--- config.mk ---
export PLATFORM = sky130hd
export DESIGN_NAME = alu_issue_regfile
export DESIGN_NICKNAME = d
export VERILOG_FILES = /design/src/rtl/alu_issue_regfile.sv
export SDC_FILE = /design/constraint.sdc
export NUM_CORES = 1
export LEC_CHECK = 0
export ABC_CLOCK_PERIOD_IN_PS = 2200
export CORE_AREA = 2 2 96 98
export DETAILED_ROUTE_END_ITERATION = 10
export DIE_AREA = 0 0 98 100
export PLACE_DENSITY = 0.76
export SYNTH_ARGS = -nofsm -noshare
export SYNTH_HDL_FRONTEND = slang
export SYNTH_SLANG_ARGS = --single-unit
--- constraint.sdc ---
create_clock -name clk -period 2.2 [get_ports clk]
set_input_delay 0.55 -clock clk [delete_from_list [all_inputs] [get_ports clk]]
set_output_delay 0.55 -clock clk [all_outputs]
set_load 0.01 [all_outputs]
--- src/rtl/alu_issue_regfile.sv ---
// alu_issue_regfile
//   Register file (NREGS x DATA_W, r0 hard-wired to zero) plus a three-state
//   issue FSM (IDLE -> EXEC -> WB) that feeds a combinational six_bit_ALU and
//   writes its result back.
//
//   Optional feature macro: ZERO_FLAG_EN (adds output zero_flag).
//
// Ports:
//   clk, rst_n                 clock, asynchronous active-low reset
//   instr_valid/instr_ready    instruction handshake (ready only in IDLE)
//   instr_op/rd/rs/rt          ALU opcode, destination, source A, source B
//   instr_use_carry            ADD only: carry_flag is used as carry-in
//   pl_we/pl_addr/pl_data      register preload, honoured only in IDLE
//   alu_a/alu_b/alu_carry_in/alu_op   drive to the ALU (zero outside EXEC)
//   alu_result/alu_carry_out   results from the ALU
//   done/done_rd/done_data     one-cycle retire pulse, rd, written value
//   carry_flag                 sticky carry from the last legal ADD/SUB
//   illegal_op                 pulses with done for an unsupported opcode
//   zero_flag                  (ZERO_FLAG_EN only) result==0 of last legal op
module alu_issue_regfile #(
    parameter int unsigned DATA_W = 6,
    parameter int unsigned NREGS  = 8,
    localparam int unsigned AW    = $clog2(NREGS)
) (
    input  logic              clk,
    input  logic              rst_n,
    input  logic              instr_valid,
    output logic              instr_ready,
    input  logic [3:0]        instr_op,
    input  logic [AW-1:0]     instr_rd,
    input  logic [AW-1:0]     instr_rs,
    input  logic [AW-1:0]     instr_rt,
    input  logic              instr_use_carry,
    input  logic              pl_we,
    input  logic [AW-1:0]     pl_addr,
    input  logic [DATA_W-1:0] pl_data,
    output logic [DATA_W-1:0] alu_a,
    output logic [DATA_W-1:0] alu_b,
    output logic              alu_carry_in,
    output logic [3:0]        alu_op,
    input  logic [DATA_W-1:0] alu_result,
    input  logic              alu_carry_out,
    output logic              done,
    output logic [AW-1:0]     done_rd,
    output logic [DATA_W-1:0] done_data,
    output logic              carry_flag,
`ifdef ZERO_FLAG_EN
    output logic              zero_flag,
`endif
    output logic              illegal_op
);

    localparam logic [3:0] OP_AND = 4'b0000;
    localparam logic [3:0] OP_OR  = 4'b0001;
    localparam logic [3:0] OP_ADD = 4'b0010;
    localparam logic [3:0] OP_SUB = 4'b0110;
    localparam logic [3:0] OP_NOR = 4'b1100;

    typedef enum logic [1:0] {
        S_IDLE,
        S_EXEC,
        S_WB
    } state_t;

    state_t state_q, state_d;

    logic [DATA_W-1:0] regs [NREGS];

    logic [3:0]        op_q;
    logic [AW-1:0]     rd_q;
    logic              uc_q;
    logic [DATA_W-1:0] opa_q, opb_q;

    logic              handshake;
    logic              pl_ok;
    logic [DATA_W-1:0] rs_val, rt_val;
    logic              op_legal, op_arith, wb_en;

    assign handshake = instr_valid && instr_ready;

    // r0 is never written, so it always reads back as zero.
    assign pl_ok = pl_we && (state_q == S_IDLE) && (pl_addr != '0);

    // Write-first read: a preload in the handshake cycle is seen by the operand.
    assign rs_val = (pl_ok && (pl_addr == instr_rs)) ? pl_data : regs[instr_rs];
    assign rt_val = (pl_ok && (pl_addr == instr_rt)) ? pl_data : regs[instr_rt];

    assign op_legal = (op_q == OP_AND) || (op_q == OP_OR) || (op_q == OP_ADD) ||
                      (op_q == OP_SUB) || (op_q == OP_NOR);
    assign op_arith = (op_q == OP_ADD) || (op_q == OP_SUB);
    assign wb_en    = (state_q == S_EXEC) && op_legal && (rd_q != '0);

    always_ff @(posedge clk or negedge rst_n) begin
        if (!rst_n) begin
            state_q <= S_IDLE;
        end else begin
            state_q <= state_d;
        end
    end

    always_comb begin
        state_d      = state_q;
        instr_ready  = 1'b0;
        alu_a        = '0;
        alu_b        = '0;
        alu_op       = '0;
        alu_carry_in = 1'b0;
        case (state_q)
            S_IDLE: begin
                instr_ready = 1'b1;
                if (instr_valid) begin
                    state_d = S_EXEC;
                end
            end
            S_EXEC: begin
                alu_a  = opa_q;
                alu_b  = opb_q;
                alu_op = op_q;
                if (op_q == OP_SUB) begin
                    alu_carry_in = 1'b1;
                end else if ((op_q == OP_ADD) && uc_q) begin
                    alu_carry_in = carry_flag;
                end
                state_d = S_WB;
            end
            S_WB: begin
                state_d = S_IDLE;
            end
            default: begin
                state_d = S_IDLE;
            end
        endcase
    end

    // Instruction latch
    always_ff @(posedge clk or negedge rst_n) begin
        if (!rst_n) begin
            op_q  <= '0;
            rd_q  <= '0;
            uc_q  <= 1'b0;
            opa_q <= '0;
            opb_q <= '0;
        end else if (handshake) begin
            op_q  <= instr_op;
            rd_q  <= instr_rd;
            uc_q  <= instr_use_carry;
            opa_q <= rs_val;
            opb_q <= rt_val;
        end
    end

    // Register file: preload (IDLE only) and writeback (EXEC only) never collide.
    always_ff @(posedge clk or negedge rst_n) begin
        if (!rst_n) begin
            for (int unsigned i = 0; i < NREGS; i++) begin
                regs[i] <= '0;
            end
        end else begin
            if (pl_ok) begin
                regs[pl_addr] <= pl_data;
            end
            if (wb_en) begin
                regs[rd_q] <= alu_result;
            end
        end
    end

    // Retire outputs: captured at the end of EXEC so they are valid in WB.
    always_ff @(posedge clk or negedge rst_n) begin
        if (!rst_n) begin
            done       <= 1'b0;
            illegal_op <= 1'b0;
            done_rd    <= '0;
            done_data  <= '0;
            carry_flag <= 1'b0;
`ifdef ZERO_FLAG_EN
            zero_flag  <= 1'b0;
`endif
        end else begin
            done       <= (state_q == S_EXEC);
            illegal_op <= (state_q == S_EXEC) && !op_legal;
            if (state_q == S_EXEC) begin
                done_rd   <= rd_q;
                done_data <= op_legal ? alu_result : '0;
                if (op_legal && op_arith) begin
                    carry_flag <= alu_carry_out;
                end
`ifdef ZERO_FLAG_EN
                if (op_legal) begin
                    zero_flag <= (alu_result == '0);
                end
`endif
            end
        end
    end

endmodule

# Word level (Yosys, flattened, before mapping)
# Cells that the tools add are included.
# classes
magnitude_cmp	6
n_eq_ne	8
muxes	26
bitwise_logic	4
n_reduce_logical	23
# op_table
operator	count
bitwise mux 48 bit	2
two-way mux 48 bit	2
two-way mux 6 bit	11
binary-select mux 6 bit (select 3 bit)	2
demux 6 bit (select 3 bit)	2
>= comparator 4 bit (second input constant)	4
NOT 3 -> 4 bit	4
logical AND 1 bit	12
< comparator 4 x 1 -> 1 bit (second input constant)	2
equality test 3 bit	2
nonzero test 3 bit	2
logical OR 1 bit	5
equality test 4 x 1 -> 1 bit (second input constant)	1
equality test 4 x 2 -> 1 bit (second input constant)	1
equality test 4 x 3 -> 1 bit (second input constant)	1
equality test 4 bit (second input constant)	1
logical NOT 4 bit	1
two-way mux 1 bit	4
two-way mux 4 bit	1
one-hot mux 2 bit (2 select lines)	1
equality test 2 x 1 -> 1 bit (second input constant)	1
logical NOT 2 bit	1
two-way mux 2 bit	1
!= test 2 bit (second input constant)	1
2 further kinds	2
# totals
register_bits	82
input_bits	34
out_inout_bits	30
wordCells	86

# Depth between registers and ports, before layout
# logic_depth
ltp_word	9
mapped_depth	7
mapped_depth_nobuf	5

# Least setup slack after synthesis
# No wires, ideal clock.
# synth_timing
path_type	input port to flip-flop
startpoint	in pl_addr[1]
endpoint	reg regs[12] (netlist name)
setup_time_ns	0.127
t_arrival_ns	1.972
t_required_ns	2.073
path_slack_ns	0.101
cell_stages	5
path_buffers	1
cell_sequence	nor4b_1 and3_1 clkbuf_1 mux2_2 mux2_1
# synth_via
elab_chain_cells	9
word_cells_on_any_way	12
cone_classes	order compare: 2; mux: 6; bitwise: 1; reduce/logical: 3
# synth_rtl
element	line_no	rtl
start, declared	35	input logic [AW-1:0] pl_addr,
NOT 3 -> 4 bit (implied by the code)	160	regs[pl_addr] <= pl_data;
>= comparator 4 bit (implied by the code) or < comparator 4 x 1 -> 1 bit (tied branches)	160	
logical AND 1 bit (implied by the code)	160	
two-way mux 6 bit (implied by the code)	160	
demux 6 bit (select 3 bit)	160	
bitwise mux 48 bit	160	
two-way mux 48 bit (*)	159	if (pl_ok) begin
bitwise mux 48 bit	163	regs[rd_q] <= alu_result;
two-way mux 48 bit (*)	162	if (wb_en) begin
end signal, assigned by index	160	
end signal, assigned by index	163	
end, declared	67	logic [DATA_W-1:0] regs [NREGS];
# Every way passes the cells marked *; elsewhere a longest branch is shown, timed or not.
# A chain may end at the register's enable or synchronous reset.

# Worst setup path in the final report
# layout_timing
startpoint	in pl_addr[1]
endpoint	reg regs[16] (netlist name)
# The elaborated chain is that of the path after synthesis.

==> flow_summary.json <==
{
  "largest_fanout_on_the_critical_path": 6,
  "num_ports": 64,
  "grt-ovfl-total": 0,
  "relSlewSlack_pct": 64.0,
  "cell_depth_of_the_worst_flop_to_flop_path": 4,
  "finalNetCount": 482,
  "cts.sink_count": 82,
  "internal_power_uw": 4100,
  "insertion_delay_ns": 0.36,
  "netlist.area_leader.share_pct": 43.8,
  "cts-htree-levels": 3,
  "drtIter0Drc": 121,
  "synthTopCellsByCount": "dfrtp_1, mux2_2, nand2_1",
  "clock_power_share_pct": 18.6,
  "layout-drive-gt1-share_pct": 32.5,
  "placement.cell_area_mm2": 0.00565,
  "die-height_um": 100,
  "place_hpwl_mm": 8.08,
  "clkSlewWorstSetupHoldPaths_ns": 0.08,
  "cts_buf_count": 9,
  "totalWireLength_mm": 10.8,
  "timing.reg2reg.setup_slack_ns": 0.07,
  "synth_warnings": 0,
  "postLayoutCellArea_mm2": 0.00586,
  "syn_avg_cell_area_um2": 12.7,
  "yosys_most_used_dff": "dfrtp_1",
  "share_comb_of_total_power_pct": 38.1,
  "leakagePower_uw": 0.00256,
  "synthTopCellsByArea": "dfrtp_1, mux4_2, mux2_2",
  "worst_setup_path_class": "primary input to flop",
  "place_congestion": 0.782,
  "drtAntennaViolNets": 0,
  "slew_viol_final": 0,
  "largest_net_degree_at_the_start_of_global_routing": 63,
  "cp.required_ns": 2.44,
  "cts.hold.buffers_added": 0,
  "achievable-frequency_mhz": 464,
  "r2r-start": "op_q[3]",
  "area_growth_syn_to_layout_pct": 25.1,
  "floorplan.initialDensity_pct": 52.7,
  "synth-seq-cells": 82,
  "tightest_slew_ns": 0.536,
  "core_region_area_mm2": 0.00889,
  "syn_inst_count": 369,
  "cts.root.buffer_cell": "clkbuf_8",
  "drt-pass1-iter-count": 4,
  "die_area_mm2": 0.00980,
  "postSynthNetCount": 403,
  "grt_antenna_before_repair": 0,
  "finalSetupViolations": 0,
  "period_needed_ns": 2.16,
  "yosys.cell_count.top_type": "dfrtp_1",
  "ys_seq_area_share_pct": 43.8,
  "totalPowerFinal_uw": 5930,
  "switching_share_of_power_pct": 30.9,
  "grt_pass1_vias": 3533,
  "setup_total_negative_slack_ns": 0,
  "run_status": "finished, final reports clean",
  "synth_async_sr_flop_share_pct": 100,
  "grt_first_pass_wirelength_mm": 18.0,
  "critical_path_arrival_ns": 2.40,
  "ir_drop_mv": 0.624,
  "clock_skew_ns": 0.00981,
  "setup.worst_path.end_class": "flop",
  "r2r-end": "regs[38]",
  "synth_top_cell_by_area": "dfrtp_1",
  "port_buffers": 63,
  "die_w_um": 98,
  "switchingPower_uw": 1830,
  "synth_edf_count": 0,
  "start_kind": "primary input",
  "max_cap_viol": 0,
  "cts_tree": "yes",
  "n_antenna_cell": 0,
  "final.period_utilization_pct": 98.0,
  "share_seq_of_total_power_pct": 43.3,
  "cts-root-to-sink-buffers": 2,
  "synth_cell_types": 34,
  "worstHoldPathType": "primary input to asynchronous set/reset pin",
  "mappedNetlistArea_mm2": 0.00469,
  "cts.repair_timing.setup_buffer_count": 0,
  "vias_per_cell": 5.85,
  "via_count": 3301,
  "drc": 0,
  "global_route.usage.total_pct": 23.3,
  "pwr_density_cell_mw_per_mm2": 1010,
  "standard_cell_rows": 35,
  "final-hold-violation-count": 0,
  "route.detailed.wl_per_inst_um": 19.2
}
[logic make-up after synthesis]
kind of cell    synth area share (%)
buf+inv                         3.28
mux                             36.3
simple gates                    11.7
flops                           43.8
compound gates                  4.22
xor+xnor                       0.747
[cells in the final DEF (no fill, tap or decap), types with 2 or more instances in the layout]
cell,count
a31o_2,2
nor2_1,6
clkbuf_1,2
buf_4,22
inv_1,8
or4_1,3
xor2_1,4
buf_12,7
or2_2,2
mux2i_1,18
o221ai_1,12
a21oi_1,7
dlygate4sd2_1,4
clkdlybuf4s50_1,44
nor3_2,3
mux2_2,44
nand2b_1,2
nor4_1,7
o21ai_1,8
mux4_2,24
clkdlybuf4s15_1,12
mux2_4,18
nand4_1,2
and2_1,17
nor2b_1,2
nand2_1,43
dfrtp_1,82
clkbuf_8,10
mux2_1,19
[final cells by class]
class	instances	area (µm²)
fill	676	3030
clock buffer	12	145
clock inverter	4	51.3
multi-input combinational	253	2500
sequential	82	2050
tap	111	139
inverter	9	33.8
timing repair buffer	93	945
[worst max-delay path, stage by stage]
cell	delay, ns
clkdlybuf4s50_1	0.44
nor4b_2	0.32
buf_4	0.17
and3_2	0.26
mux2_2	0.36
mux2_1	0.29
[flip-flops by register name, summed over array words and instances, names as in the netlist]
| name | cells |
|---|---|
| carry_flag | 1 |
| op_q | 4 |
| done | 1 |
| done_data | 6 |
| illegal_op | 1 |
| uc_q | 1 |
| opb_q | 6 |
| rd_q | 3 |
| opa_q | 6 |
| regs | 48 |
| state_q | 2 |
| done_rd | 3 |
[power groups by stage]
stage	registers (µW)	logic [µW]	clock network, µW
after floorplan	2470	1570	0
after global placement	2520	2180	0
after detailed placement	2580	2270	0
after CTS	2560	2260	1120
after global routing	2640	2460	1190
final	2570	2260	1100
[through the flow]
step | worst slack (ns) | util (%) | hold slack (ns) | cells
after floorplan | 0.101 | - | 0.254 | 369
after global placement | -0.445 | 63.5 | 0.376 | 548
after detailed placement | -0.413 | 63.5 | 0.385 | 548
after CTS | 0.00333 | 65.6 | 0.0818 | 564
after global routing | -0.0148 | 66.0 | 0.0848 | 564
final | 0.0439 | 66.0 | 0.0749 | 564
[worst max path at each step]
| stage | slack (ns) | startpoint | end | cells after the start |
|---|---|---|---|---|
| after floorplan | 0.10 | pl_addr[1] | regs[12] | 5 |
| after global placement | -0.45 | pl_addr[1] | regs[15] | 6 |
| after detailed placement | -0.41 | pl_addr[1] | regs[16] | 6 |
| after CTS | 0.003 | state_q[1] | alu_carry_in | 6 |
| after global routing | -0.01 | pl_addr[1] | regs[16] | 6 |
| final | 0.04 | pl_addr[1] | regs[16] | 6 |
[metal layers]
metal | share of wire [%] | vias to the layer above | GRT usage (%)
li1 | - | 1529 | -
met3 | 4.5 | 9 | 2.86
met5 | 0 | - | 0
met1 | 44 | 1657 | 31.3
met2 | 51 | 106 | 40.1
met4 | 0.96 | 0 | 7.59
[repair_timing]
action,CTS,global route
endpoints found under the setup margin,23,28
hold endpoints to repair,0,0
gates resized for setup,21,18
No activity file was read; power rests on OpenSTA's default activity.
